File: src/rtl/rf_port_arbiter_if.sv
// Requester and register-file signal bundle for rf_port_arbiter.
// The arbiter takes the slave modport; requesters and the register file sit on the master side.
interface rf_port_arbiter_if;
  logic [1:0]  req_valid;
  logic [9:0]  req_rd1;
  logic [9:0]  req_rd2;
  logic [9:0]  req_wr;
  logic [15:0] req_data;
  logic [5:0]  req_en;
  logic [1:0]  req_gnt;
  logic [1:0]  req_done;
  logic [1:0]  req_err;
  logic [7:0]  resp_out1;
  logic [7:0]  resp_out2;
  logic [4:0]  rf_read_reg1;
  logic [4:0]  rf_read_reg2;
  logic [4:0]  rf_write_reg;
  logic [7:0]  rf_data;
  logic [2:0]  rf_valid_bits;
  logic [7:0]  rf_out1;
  logic [7:0]  rf_out2;
  logic        rf_output_valid;

  modport slave (
    input  req_valid, req_rd1, req_rd2, req_wr, req_data, req_en,
    output req_gnt, req_done, req_err, resp_out1, resp_out2,
    output rf_read_reg1, rf_read_reg2, rf_write_reg, rf_data, rf_valid_bits,
    input  rf_out1, rf_out2, rf_output_valid
  );

  modport master (
    output req_valid, req_rd1, req_rd2, req_wr, req_data, req_en,
    input  req_gnt, req_done, req_err, resp_out1, resp_out2,
    input  rf_read_reg1, rf_read_reg2, rf_write_reg, rf_data, rf_valid_bits,
    output rf_out1, rf_out2, rf_output_valid
  );
endinterface

File: src/rtl/rf_port_arbiter.sv
// Round-robin arbiter sharing one register file between the core (req 0) and loader (req 1).
// Each grant runs IDLE -> ISSUE -> WAIT -> DONE; all outputs are registered.
module rf_port_arbiter #(
  parameter int TIMEOUT          = 15,
  parameter int ZERO_REG_PROTECT = 1
) (
  input  logic             clk,
  input  logic             reset,
  rf_port_arbiter_if.slave bus
);
  localparam int CW = $clog2(TIMEOUT + 1);

  typedef enum logic [1:0] {IDLE, ISSUE, WAIT, DONE} state_t;

  typedef struct packed {
    logic [4:0] rd1;
    logic [4:0] rd2;
    logic [4:0] wr;
    logic [7:0] data;
    logic [2:0] en;
  } bundle_t;

  state_t      state;
  logic        ptr;      // favoured requester when both are pending
  logic        g;
  logic [2:0]  lat_en;
  logic [CW-1:0] cnt;

  logic        sel;
  bundle_t     nxt;
  logic [2:0]  nxt_vb;
  logic        rd_req;
  logic        time_up;

  always_comb begin
    sel      = bus.req_valid[1] & (~bus.req_valid[0] | ptr);
    nxt.rd1  = sel ? bus.req_rd1[9:5]   : bus.req_rd1[4:0];
    nxt.rd2  = sel ? bus.req_rd2[9:5]   : bus.req_rd2[4:0];
    nxt.wr   = sel ? bus.req_wr[9:5]    : bus.req_wr[4:0];
    nxt.data = sel ? bus.req_data[15:8] : bus.req_data[7:0];
    nxt.en   = sel ? bus.req_en[5:3]    : bus.req_en[2:0];
    nxt_vb   = nxt.en;
    if (ZERO_REG_PROTECT != 0 && nxt.wr == 5'd0) nxt_vb[0] = 1'b0;
    rd_req   = |lat_en[2:1];
    time_up  = (cnt == CW'(TIMEOUT - 1));
  end

  always_ff @(posedge clk) begin
    if (reset) begin
      state             <= IDLE;
      ptr               <= 1'b0;
      g                 <= 1'b0;
      lat_en            <= '0;
      cnt               <= '0;
      bus.req_gnt       <= '0;
      bus.req_done      <= '0;
      bus.req_err       <= '0;
      bus.resp_out1     <= '0;
      bus.resp_out2     <= '0;
      bus.rf_read_reg1  <= '0;
      bus.rf_read_reg2  <= '0;
      bus.rf_write_reg  <= '0;
      bus.rf_data       <= '0;
      bus.rf_valid_bits <= '0;
    end else begin
      case (state)
        IDLE: if (|bus.req_valid) begin
          g                 <= sel;
          lat_en            <= nxt.en;
          bus.req_gnt       <= sel ? 2'b10 : 2'b01;
          // Address/data registers double as the latched bundle for ISSUE.
          bus.rf_read_reg1  <= nxt.rd1;
          bus.rf_read_reg2  <= nxt.rd2;
          bus.rf_write_reg  <= nxt.wr;
          bus.rf_data       <= nxt.data;
          bus.rf_valid_bits <= nxt_vb;
          state             <= ISSUE;
        end
        ISSUE: begin
          bus.rf_valid_bits <= '0;
          cnt               <= '0;
          state             <= WAIT;
        end
        WAIT: begin
          if (!rd_req || bus.rf_output_valid || time_up) begin
            bus.req_done  <= bus.req_gnt;
            bus.req_err   <= (rd_req && !bus.rf_output_valid) ? bus.req_gnt : 2'b00;
            bus.resp_out1 <= (rd_req && bus.rf_output_valid && lat_en[2]) ? bus.rf_out1 : 8'h00;
            bus.resp_out2 <= (rd_req && bus.rf_output_valid && lat_en[1]) ? bus.rf_out2 : 8'h00;
            state         <= DONE;
          end else begin
            cnt <= cnt + 1'b1;
          end
        end
        DONE: begin
          bus.req_done  <= '0;
          bus.req_err   <= '0;
          bus.resp_out1 <= '0;
          bus.resp_out2 <= '0;
          bus.req_gnt   <= '0;
          ptr           <= ~g;
          state         <= IDLE;
        end
        default: state <= IDLE;
      endcase
    end
  end
endmodule

File: src/flat_wrapper.sv
// flat-port wrapper written by rule: the top's interface ports become plain ports
module rf_port_arbiter_flat 
#(
  parameter int TIMEOUT          = 15,
  parameter int ZERO_REG_PROTECT = 1
)
  (clk, reset, bus_req_valid, bus_req_rd1, bus_req_rd2, bus_req_wr, bus_req_data, bus_req_en, bus_req_gnt, bus_req_done, bus_req_err, bus_resp_out1, bus_resp_out2, bus_rf_read_reg1, bus_rf_read_reg2, bus_rf_write_reg, bus_rf_data, bus_rf_valid_bits, bus_rf_out1, bus_rf_out2, bus_rf_output_valid);
  rf_port_arbiter_if bus_i ();
  input  logic clk;
  input  logic reset;
  input wire logic [$bits(bus_i.req_valid)-1:0] bus_req_valid;
  input wire logic [$bits(bus_i.req_rd1)-1:0] bus_req_rd1;
  input wire logic [$bits(bus_i.req_rd2)-1:0] bus_req_rd2;
  input wire logic [$bits(bus_i.req_wr)-1:0] bus_req_wr;
  input wire logic [$bits(bus_i.req_data)-1:0] bus_req_data;
  input wire logic [$bits(bus_i.req_en)-1:0] bus_req_en;
  output wire logic [$bits(bus_i.req_gnt)-1:0] bus_req_gnt;
  output wire logic [$bits(bus_i.req_done)-1:0] bus_req_done;
  output wire logic [$bits(bus_i.req_err)-1:0] bus_req_err;
  output wire logic [$bits(bus_i.resp_out1)-1:0] bus_resp_out1;
  output wire logic [$bits(bus_i.resp_out2)-1:0] bus_resp_out2;
  output wire logic [$bits(bus_i.rf_read_reg1)-1:0] bus_rf_read_reg1;
  output wire logic [$bits(bus_i.rf_read_reg2)-1:0] bus_rf_read_reg2;
  output wire logic [$bits(bus_i.rf_write_reg)-1:0] bus_rf_write_reg;
  output wire logic [$bits(bus_i.rf_data)-1:0] bus_rf_data;
  output wire logic [$bits(bus_i.rf_valid_bits)-1:0] bus_rf_valid_bits;
  input wire logic [$bits(bus_i.rf_out1)-1:0] bus_rf_out1;
  input wire logic [$bits(bus_i.rf_out2)-1:0] bus_rf_out2;
  input wire logic [$bits(bus_i.rf_output_valid)-1:0] bus_rf_output_valid;
  assign bus_i.req_valid = bus_req_valid;
  assign bus_i.req_rd1 = bus_req_rd1;
  assign bus_i.req_rd2 = bus_req_rd2;
  assign bus_i.req_wr = bus_req_wr;
  assign bus_i.req_data = bus_req_data;
  assign bus_i.req_en = bus_req_en;
  assign bus_req_gnt = bus_i.req_gnt;
  assign bus_req_done = bus_i.req_done;
  assign bus_req_err = bus_i.req_err;
  assign bus_resp_out1 = bus_i.resp_out1;
  assign bus_resp_out2 = bus_i.resp_out2;
  assign bus_rf_read_reg1 = bus_i.rf_read_reg1;
  assign bus_rf_read_reg2 = bus_i.rf_read_reg2;
  assign bus_rf_write_reg = bus_i.rf_write_reg;
  assign bus_rf_data = bus_i.rf_data;
  assign bus_rf_valid_bits = bus_i.rf_valid_bits;
  assign bus_i.rf_out1 = bus_rf_out1;
  assign bus_i.rf_out2 = bus_rf_out2;
  assign bus_i.rf_output_valid = bus_rf_output_valid;
  rf_port_arbiter #(.TIMEOUT(TIMEOUT), .ZERO_REG_PROTECT(ZERO_REG_PROTECT)) u_core (.clk(clk), .reset(reset), .bus(bus_i));
endmodule
File: config.mk
export PLATFORM = sky130hd
export DESIGN_NAME = rf_port_arbiter_flat
export DESIGN_NICKNAME = d
export VERILOG_FILES = /design/src/rtl/rf_port_arbiter_if.sv /design/src/rtl/rf_port_arbiter.sv /design/src/flat_wrapper.sv
export SDC_FILE = /design/constraint.sdc
export NUM_CORES = 1
export LEC_CHECK = 0
export CAP_MARGIN = 40
export CORE_AREA = 3 3 86 88
export CTS_BUF_LIST = sky130_fd_sc_hd__clkbuf_8
export DETAILED_ROUTE_END_ITERATION = 10
export DIE_AREA = 0 0 89 91
export PLACE_DENSITY = 0.74
export SYNTH_ARGS = -nofsm -noshare
export SYNTH_HDL_FRONTEND = slang
export SYNTH_SLANG_ARGS = --single-unit
File: constraint.sdc
create_clock -name clk -period 1.9 [get_ports clk]
set_input_delay 0.38 -clock clk [delete_from_list [all_inputs] [get_ports clk]]
set_output_delay 0.38 -clock clk [all_outputs]
set_load 0.05 [all_outputs]
==> run_results.csv, run 1 <==
group,metric,value,unit
setup_path,r2r_slack,0.20,ns
setup_path,worstSetupStartpointType,"flip-flop",
placement,dp.cells,496,
setup_path,crit_path_max_fanout,2,
job,maxCapViolCount,0,
die,io_pins,121,
yosys,netlist_instances,304,
route,drt_iter0_drc,121,
yosys,syn_area,2630,sq um
route,via_count,2687,
setup_path,slowest_stage,"clkdlybuf4s50_1",
sta,fmax,536,MHz
sta,setup_viol,0,
cells_and_area,mostFrequentLayoutCell,"clkdlybuf4s50_1",
yosys,synth_top_area_share,44.1,%
clock_network,cts.sinks,58,
worst_hold_path,hold_depth,2,
setup_path,reg2reg_depth,7,
cells_and_area,fin_cells,512,
cells_and_area,nets,506,
global_route,grt_pass1_vias,2609,
cells_and_area,design_area,4210,sq um
clock_network,clock_latency,0.34,ns
sta,tightest_slew,0.527,ns
global_route,overflow,0,
clock_network,cts_root_buf,"clkbuf_8",
setup_path,arrival,1.49,ns
setup_path,path_class,"flip-flop to output pin",
route,wirelength_met1,3300,um
placement,dpl-instance-area,3940,sq um
power,total_power,5.56,mW
global_route,grt_max_degree,50,
sta,fin_crit_sh,98.2,%
clock_network,post-cts-setup-buffers,0,
route,wl_per_cell,14.9,um
worst_hold_path,min_from,"reset",
yosys,synth_flop_cell,"dfxtp_1",
power,p_switching,2.31,mW
setup_path,cp_top_family,"buffers and inverters",
sta,fin_worst_skew,0.0101,ns
cells_and_area,drive_gt1_share,12.7,%
global_route,grt_pass1_wl,12200,um
clock_network,cts_hold_buf,0,
setup_path,cpPeakStageDelay,0.81,ns
global_route,antenna_found_initial,0,
power,power_leakage,1.96,nW
die,core_area,6720,sq um
power,peakVddDrop,706,uV
yosys,netlist-cell-type-count,45,
sta,timing.hold.ws,0.395,ns
cells_and_area,antenna_cells,0,
route,post-route-drc-count,0,
route,vias_per_cell,5.25,
die,initial_core_util,39.2,%
setup_path,crit_path_cell_trace,"clkdlybuf4s50_1",
sta,rsz0062_at_grt,"no",
yosys,synth_area_leader_cell,"dfxtp_1",
die,die_height,91,um
worst_hold_path,min_path_type,"primary input to flip-flop",
placement,dp_hpwl,5530,um
power,p_clk_share,22.5,%
yosys,yosys_warnings,0,
setup_path,cp.buffers_inverters,1,
placement,port_buffers,120,
yosys,synth_seq_area_share,44.1,%
setup_path,crit_required,1.52,ns
yosys,synth_area_leaders,"dfxtp_1 44%, nand3_1 6.3%, nor2_1 5.4%, a311oi_1 5.0%, nand2b_1 4.8%",
die,die_w,89,um
route,dr.pass1.iters,4,
yosys,synthArstFlopShare,0,%
sta,hold_viol_final,0,
setup_path,reg2reg_from,"u_core.state[0]$_SDFFE_PP0P_",
cells_and_area,top_regs,"u_core.bus.resp_out1: 8 flops, u_core.bus.resp_out2: 8 flops, u_core.bus.rf_data: 8 flops",
sta,slew_viol_final,0,
power,comb_power_share,48.3,%
route,drtAntennaViolNets,0,
yosys,synth-edff-count,0,
clock_network,numCtsBuffers,9,
placement,gp_congestion,0.988,
yosys,ys_ff_latch,58,
setup_path,endpoint_kind,"output pin",
sta,min_period,1.87,ns
clock_network,ctsLongestPathBuffers,2,
setup_path,r2r-end,"u_core.bus.resp_out2[2]$_SDFFE_PP0P_",
yosys,synth_nets,383,
die,num_rows,30,
route,wl_met2,3520,um
status,status,"finished, final reports clean",
power,p_int,3.25,mW
cells_and_area,area_growth,60.0,%
global_route,track_usage,19.0,%
power,power_density,1320,nW/um^2
sta,slew_headroom,64.8,%
power,power.share.sequential,29.2,%
clock_network,cts_tree,"done",
sta,setup_tns,0,ns
cells_and_area,final_cell_mix,"83 x clkdlybuf4s50_1, 58 x dfxtp_1, 38 x nor2_1, 33 x nand3_1, 28 x buf_4",
yosys,syn_area_per_cell,8.66,sq um
clock_network,cts.clk_slew.worst_paths,0.06,ns
worst_hold_path,worstHoldEndpoint,"u_core.bus.rf_valid_bits[1]$_SDFFE_PP0P_",
route,routed-wl-met3,568,um
route,routed_wl,7600,um
die,dieArea,8100,sq um
power,netSwitchingFraction,41.5,%
route,maxUsedRoutingLayer,"met4",
clock_network,htree_levels,3,
repair_timing:
item | CTS | global route
setup endpoints to repair | 1 | 22
resized for setup | 1 | 22
cloned | 0 | 0
power groups by stage:
stage	clock (mW)	sequential, mW	combinational, mW
after global placement	0	1.64	2.67
after global routing	1.34	1.66	2.89
after floorplan	0	2.36	1.10
final	1.25	1.63	2.69
after CTS	1.29	1.63	2.70
after detailed placement	0	1.65	2.69
worst max-delay path by stage:
| stage | start | to | slack (ns) | cells past startpoint |
|---|---|---|---|---|
| 6_report | u_core.bus.resp_out2[4]$_SDFFE_PP0P_ | bus_resp_out2[4] | 0.03 | 1 |
| 5_1_grt | u_core.bus.rf_read_reg1[1]$_SDFFE_PP0P_ | bus_rf_read_reg1[1] | 0.0001 | 1 |
| 4_1_cts | u_core.bus.rf_write_reg[4]$_SDFFE_PP0P_ | bus_rf_write_reg[4] | 0.005 | 1 |
| 3_5_place_dp | bus_rf_output_valid | u_core.cnt[3]$_SDFFE_PP0P_ | -0.01 | 5 |
| 3_3_place_gp | bus_req_valid[0] | u_core.bus.rf_data[2]$_SDFFE_PP0P_ | 0.01 | 5 |
| 2_1_floorplan | u_core.state[0]$_SDFFE_PP0P_ | u_core.bus.rf_data[6]$_SDFFE_PP0P_ | 0.38 | 7 |
stage by stage:
step           util [%]  worst slack (ns)
3_5_place_dp       58.6           -0.0140
6_report           62.6            0.0348
3_3_place_gp       58.6            0.0150
2_1_floorplan         -             0.382
4_1_cts            61.8           0.00480
5_1_grt            62.6          0.000125
cell usage after synthesis, types with 2 or more instances:
library cell   n
ha_1           6
dfxtp_1       58
or4_1          2
clkbuf_1       7
a222oi_1       8
nand2b_1      20
nor2_1        38
buf_1          2
nor4bb_1       2
mux2_2         2
nor3_1         2
nand2_1       23
nand4_1        3
buf_4          5
buf_2         12
o21ai_0       20
a2bb2oi_1      2
mux2i_1        4
a21oi_1        5
a32oi_1        2
a31oi_1        3
inv_1          5
a311oi_1      15
nor2b_1        5
nand3_1       33
logic make-up (layout without fill, tap and decap cells):
group           Yosys count  count (layout)  synth area share (%)
compound gates           66              66                  18.9
xor+xnor                  1               1                 0.333
fa+ha+maj                 6               6                  2.85
buf+inv                  31             159                  5.71
flops                    58              58                  44.1
mux                       6               6                  2.38
simple gates            136             136                  25.7
cell type report:
cell class | instances | area [sq um]
clock buffer | 10 | 138
clock inverter | 6 | 81.3
fill | 570 | 2510
inverter | 5 | 18.8
multi-input combinational | 215 | 1320
sequential | 58 | 1160
tap | 80 | 100
timing repair buffer | 138 | 1390
metal layers:
metal / up-vias / GRT usage, %
li1: 1340 / -
met1: 1226 / 23.3
met2: 104 / 30.0
met3: 17 / 5.81
met4: 0 / 8.93
met5: - / 0
No activity file was read; power rests on OpenSTA's default activity.
==> inputs of run 2 (changes only) <==
--- a/config.mk
+++ b/config.mk
@@ -10,7 +10,8 @@
 export CTS_BUF_LIST = sky130_fd_sc_hd__clkbuf_8
 export DETAILED_ROUTE_END_ITERATION = 10
 export DIE_AREA = 0 0 89 91
-export PLACE_DENSITY = 0.74
+export DONT_BUFFER_PORTS = 1
+export PLACE_DENSITY = 0.51
 export SYNTH_ARGS = -nofsm -noshare
 export SYNTH_HDL_FRONTEND = slang
 export SYNTH_SLANG_ARGS = --single-unit
==> run 2 against run 1 <==
Against the previous run:
- combinational power fell by 49%
- global-route usage fell by 2.8 points
- clock-buffer cell count rose by 2
==> run_results.csv, run 2 (synthesis results as in run 1) <==
group,metric,value,unit
placement,port_buffers,0,
die,num_rows,30,
setup_path,arrival,1.85,ns
sta,slew_viol_final,0,
cells_and_area,fin_util,43.3,%
setup_path,cp.buffers_inverters,2,
global_route,track_usage,16.2,%
clock_network,htree_levels,3,
cells_and_area,drive_gt1_share,11.5,%
route,via_count,2141,
clock_network,post-cts-setup-buffers,0,
power,peakVddDrop,743,uV
clock_network,cts_hold_buf,0,
setup_path,crit_required,2.15,ns
sta,tightest_slew,0.570,ns
power,p_int,2.75,mW
placement,dp_hpwl,4620,um
placement,gp_congestion,0.754,
route,drt_iter0_drc,162,
sta,min_period,1.60,ns
die,die_w,89,um
global_route,overflow,0,
route,dr.pass1.iters,5,
sta,setup_viol,0,
power,p_switching,2.17,mW
clock_network,numCtsBuffers,9,
job,maxCapViolCount,0,
sta,fin_crit_sh,84.4,%
sta,slew_headroom,62.0,%
setup_path,r2r_slack,0.30,ns
setup_path,slowest_stage,"dfxtp_1",
route,post-route-drc-count,0,
sta,fin_worst_skew,0.00601,ns
global_route,grt_pass1_wl,10200,um
clock_network,cts_tree,"done",
clock_network,cts_resized,0,
die,dieArea,8100,sq um
sta,hold_viol_final,0,
setup_path,cpPeakStageDelay,0.34,ns
route,vias_per_cell,5.56,
die,die_height,91,um
sta,fmax,623,MHz
clock_network,cts.sinks,58,
cells_and_area,antenna_cells,0,
global_route,grt_max_degree,62,
sta,rsz0062_at_grt,"no",
cells_and_area,nets,380,
worst_hold_path,min_path_type,"primary input to flip-flop",
setup_path,cp_top_family,"compound AO/OA/AOI/OAI gates",
status,status,"finished, final reports clean",
power,p_clk_share,23.9,%
power,comb_power_share,28.0,%
cells_and_area,area_growth,10.6,%
global_route,grt_pass1_vias,2041,
route,drtAntennaViolNets,0,
power,power_leakage,1.08,nW
cells_and_area,final_cell_mix,"58 x dfxtp_1, 37 x nor2_1, 33 x nand3_1, 23 x nand2_1",
setup_path,worstSetupStartpointType,"flip-flop",
clock_network,cts.clk_slew.worst_paths,0.06,ns
setup_path,crit_path_max_fanout,18,
route,routed_wl,6540,um
route,wl_per_cell,17.0,um
die,core_area,6720,sq um
power,power.share.sequential,48.1,%
cells_and_area,top_regs,"u_core.bus.resp_out1: 8 flops, u_core.bus.resp_out2: 8 flops, u_core.bus.rf_data: 8 flops",
setup_path,path_class,"flip-flop to flip-flop",
setup_path,crit_path_cell_trace,"inv_1 -> ha_1 -> nand3_2 -> a31oi_4 -> buf_4 -> nand3_1 -> o21ai_0",
global_route,antenna_found_initial,0,
cells_and_area,mostFrequentLayoutCell,"dfxtp_1",
setup_path,endpoint_kind,"flip-flop",
power,power_density,1690,nW/um^2
die,io_pins,121,
die,initial_core_util,39.2,%
clock_network,ctsLongestPathBuffers,2,
power,netSwitchingFraction,44.0,%
sta,setup_tns,0,ns
clock_network,cts_root_buf,"clkbuf_8",
clock_network,clock_latency,0.33,ns
==> run 2: changes by cell type in the layout (fill, tap and decap cells not counted), moves of 2 or more <==
cell	before	now
clkdlybuf4s50_1	83	0
dlymetal6s2s_1	22	0
buf_4	28	11
buf_12	3	1
clkbuf_8	10	12
==> run 2: final timing paths <==
kind	to	from	cells after the start
hold / removal	u_core.bus.req_err[0]$_SDFFE_PP0P_	reset	1
setup reg to reg	u_core.bus.resp_out2[7]$_SDFFE_PP0P_	u_core.cnt[0]$_SDFFE_PP0P_	7
setup / recovery	u_core.bus.resp_out2[7]$_SDFFE_PP0P_	u_core.cnt[0]$_SDFFE_PP0P_	7
hold reg to reg	u_core.ptr$_SDFFE_PP0P_	u_core.g$_SDFFE_PP0P_	1
==> run 2: cell type report <==
cell class                      count  area, sq um
Clock buffer                       12          165
Clock inverter                      3         38.8
Fill cell                         670         3810
Inverter                            5         18.8
Multi-Input combinational cell    215         1320
Sequential cell                    58         1160
Tap cell                           80          100
Timing Repair Buffer               12          103
==> run 2: worst reg2reg max path: cells and delay by family (launching register included) <==
kind / cells / cell delay (ns)
and+or+nand+nor: 2 / 0.26
buffers and inverters: 2 / 0.34
AOI/OAI and AO/OA: 2 / 0.40
DFF: 1 / 0.34
adders and majority gates: 1 / 0.19
==> run 2: through the flow <==
stage / instance area, sq um / hold slack, ns / instances / setup WS, ns / power [mW]
detailed placement: 2710 / 0.430 / 370 / 0.318 / 3.79
global route: 2910 / 0.0838 / 385 / 0.0857 / 5.25
floorplan: 2630 / 0.416 / 304 / 0.382 / 3.45
finish: 2910 / 0.118 / 385 / 0.296 / 4.92
global placement: 2710 / 0.422 / 370 / 0.353 / 3.77
CTS: 2910 / 0.0888 / 385 / 0.283 / 4.98
==> run 2: power groups by stage <==
stage                     clock network [mW]  logic, mW  registers (mW)
after floorplan                            0       1.10            2.36
after global placement                     0       1.37            2.40
after detailed placement                   0       1.39            2.40
after CTS                               1.22       1.39            2.37
after global routing                    1.28       1.57            2.40
final                                   1.17       1.37            2.37
==> run 2: per-layer routing <==
metal,up-vias,GRT usage (%),share of wire (%)
li1,1083,-,-
met5,-,0,0
met2,79,23.8,46
met4,0,5.58,0.86
met1,975,21.7,44
met3,4,6.17,9.3
==> inputs of run 3 (changes only) <==
--- a/config.mk
+++ b/config.mk
@@ -11,7 +11,7 @@
 export DETAILED_ROUTE_END_ITERATION = 10
 export DIE_AREA = 0 0 89 91
 export DONT_BUFFER_PORTS = 1
-export PLACE_DENSITY = 0.51
+export PLACE_DENSITY = 0.53
 export SYNTH_ARGS = -nofsm -noshare
 export SYNTH_HDL_FRONTEND = slang
 export SYNTH_SLANG_ARGS = --single-unit
==> constraint.sdc (replaced) <==
create_clock -name clk -period 1.46 [get_ports clk]
set_input_delay 0.292 -clock clk [delete_from_list [all_inputs] [get_ports clk]]
set_output_delay 0.292 -clock clk [all_outputs]
set_load 0.05 [all_outputs]
==> run 3 against run 2 <==
Against the previous run:
- final cell count increased by 10%
- clock skew about the same
- sequential power increased by 3%
- critical path type unchanged
- largest cell class unchanged
==> run_results.csv, run 3 (synthesis results as in run 1) <==
group,metric,value,unit
placement,dp_hpwl,4780,um
setup_path,slowest_stage,"or3_1",
worst_hold_path,min_from,"reset",
power,p_switching,3.06,mW
global_route,grt_pass1_vias,2139,
cells_and_area,mostFrequentLayoutCell,"dfxtp_1",
clock_network,cts_root_buf,"clkbuf_8",
worst_hold_path,worstHoldEndpoint,"u_core.lat_en[1]$_SDFFE_PP0P_",
power,p_clk_share,24.9,%
die,initial_core_util,39.2,%
placement,port_buffers,0,
setup_path,reg2reg_from,"u_core.state[0]$_SDFFE_PP0P_",
route,via_count,2291,
global_route,track_usage,16.8,%
route,vias_per_cell,5.40,
cells_and_area,antenna_cells,0,
sta,setup_viol,0,
route,post-route-drc-count,0,
sta,fmax,713,MHz
sta,fin_crit_sh,96.1,%
setup_path,cp.buffers_inverters,2,
setup_path,crit_required,1.73,ns
power,comb_power_share,42.7,%
worst_hold_path,hold_depth,1,
setup_path,r2r_slack,0.06,ns
die,die_w,89,um
setup_path,endpoint_kind,"flip-flop",
clock_network,cts_tree,"done",
die,dieArea,8100,sq um
clock_network,htree_levels,3,
die,num_rows,30,
sta,tightest_slew,0.574,ns
power,peakVddDrop,807,uV
setup_path,cpPeakStageDelay,0.37,ns
die,io_pins,121,
job,maxCapViolCount,0,
sta,slew_viol_final,0,
route,routed_wl,6890,um
cells_and_area,area_growth,27.3,%
route,drtAntennaViolNets,0,
die,die_height,91,um
sta,min_period,1.40,ns
clock_network,cts.sinks,58,
clock_network,numCtsBuffers,9,
setup_path,crit_path_cell_trace,"inv_2 -> ha_4 -> buf_4 -> nand3_1 -> or3_1 -> a31oi_1",
route,drt_iter0_drc,116,
global_route,grt_pass1_wl,10700,um
sta,hold_viol_final,0,
setup_path,arrival,1.67,ns
setup_path,worstSetupStartpointType,"flip-flop",
cells_and_area,nets,418,
setup_path,path_class,"flip-flop to flip-flop",
cells_and_area,multi_input_area,1410,sq um
power,p_int,4.47,mW
setup_path,reg2reg_depth,6,
power,netSwitchingFraction,40.7,%
sta,fin_worst_skew,0.00600,ns
cells_and_area,final_cell_mix,"56 x dfxtp_1, 41 x buf_4, 36 x nor2_1, 33 x nand3_1, 23 x nand2_1",
global_route,grt_max_degree,62,
clock_network,clock_latency,0.33,ns
sta,slew_headroom,61.7,%
worst_hold_path,min_path_type,"primary input to flip-flop",
power,power_leakage,1.30,nW
cells_and_area,drive_gt1_share,25.9,%
route,wl_per_cell,16.3,um
global_route,antenna_found_initial,0,
clock_network,cts.clk_slew.worst_paths,0.07,ns
die,core_area,6720,sq um
status,status,"finished, final reports clean",
power,power_density,2250,nW/um^2
route,dr.pass1.iters,6,
cells_and_area,top_regs,"u_core.bus.resp_out1: 8 flops, u_core.bus.resp_out2: 8 flops, u_core.bus.rf_data: 8 flops",
placement,gp_congestion,0.825,
sta,rsz0062_at_grt,"yes",
power,total_power,7.53,mW
cells_and_area,fill_cells,675,
setup_path,r2r-end,"u_core.cnt[3]$_SDFFE_PP0P_",
global_route,overflow,0,
setup_path,crit_path_max_fanout,7,
cells_and_area,ff_latch_area,1170,sq um
clock_network,ctsLongestPathBuffers,2,
power,power.share.sequential,32.3,%
sta,timing.hold.ws,0.0352,ns
clock_network,cts_hold_buf,0,
setup_path,cp_top_family,"simple AND/OR/NAND/NOR gates",
-- run 3: cell count changes in the layout (fill, tap and decap cells not counted), moves of 4 or more --
cell	delta
buf_4	+30
o21ai_0	-4
ha_1	-4
buf_6	+6
-- run 3: worst register-to-register path: stages, from the launching register on --
cell and delay, ns:
dfxtp_2 0.34, inv_2 0.10, ha_4 0.17, buf_4 0.14, nand3_1 0.11, or3_1 0.37
a31oi_1 0.12
-- run 3: metrics by stage --
| step | setup WS [ns] | std cells | util [%] | setup TNS, ns | area, sq um |
|---|---|---|---|---|---|
| 5_1_grt | -0.0149 | 424 | 49.9 | -0.0475 | 3350 |
| 3_5_place_dp | -0.0942 | 403 | 44.2 | -0.896 | 2970 |
| 3_3_place_gp | -0.0175 | 403 | 44.2 | -0.0772 | 2970 |
| 2_1_floorplan | 0.00989 | 304 | - | 0 | 2640 |
| 4_1_cts | -0.0320 | 423 | 49.0 | -0.236 | 3290 |
| 6_report | 0.0567 | 424 | 49.9 | 0 | 3350 |
-- run 3: metal layers --
metal	vias up	global-route usage (%)	share of wire (%)
met4	0	6.33	1.3
met2	64	25.7	47
met1	1056	21.7	44
met5	-	0	0
met3	8	5.72	7.3
li1	1163	-	-
-- run 3: how the worst max path moves through the flow --
stage | start | endpoint | slack (ns) | cells past startpoint
floorplan | u_core.state[0]$_SDFFE_PP0P_ | u_core.state[1]$_SDFFE_PP0P_ | 0.01 | 7
detailed placement | u_core.state[1]$_SDFFE_PP0P_ | u_core.bus.rf_data[2]$_SDFFE_PP0P_ | -0.09 | 6
global placement | u_core.state[0]$_SDFFE_PP0P_ | u_core.bus.rf_read_reg1[4]$_SDFFE_PP0P_ | -0.02 | 6
finish | u_core.state[0]$_SDFFE_PP0P_ | u_core.cnt[3]$_SDFFE_PP0P_ | 0.06 | 6
CTS | u_core.state[1]$_SDFFE_PP0P_ | u_core.bus.rf_data[6]$_SDFFE_PP0P_ | -0.03 | 6
global route | u_core.state[0]$_SDFFE_PP0P_ | u_core.cnt[3]$_SDFFE_PP0P_ | -0.01 | 6
-- run 3: power by group through the flow --
stage / sequential, mW / clock [mW] / combinational [mW]
after floorplan: 3.07 / 0 / 1.47
after global placement: 2.45 / 0 / 2.92
after detailed placement: 2.46 / 0 / 2.95
after CTS: 2.42 / 1.92 / 3.21
after global routing: 2.48 / 2.00 / 3.53
final: 2.44 / 1.88 / 3.22
-- run 3: final cells by class --
class                           count  area share (%)
Tap cell                           80            2.99
Sequential cell                    58            34.8
Inverter                            5           0.560
Clock buffer                       11            4.52
Timing Repair Buffer               50            12.1
Multi-Input combinational cell    215            42.0
Clock inverter                      5            3.03
-- run 3: what timing repair did --
item                                    4_1_cts  5_1_grt
pin swaps                                     1       11
endpoints found under the setup margin       37       52
buffers inserted                              3        1
gates resized for setup                       7       27
cloned                                        1        2
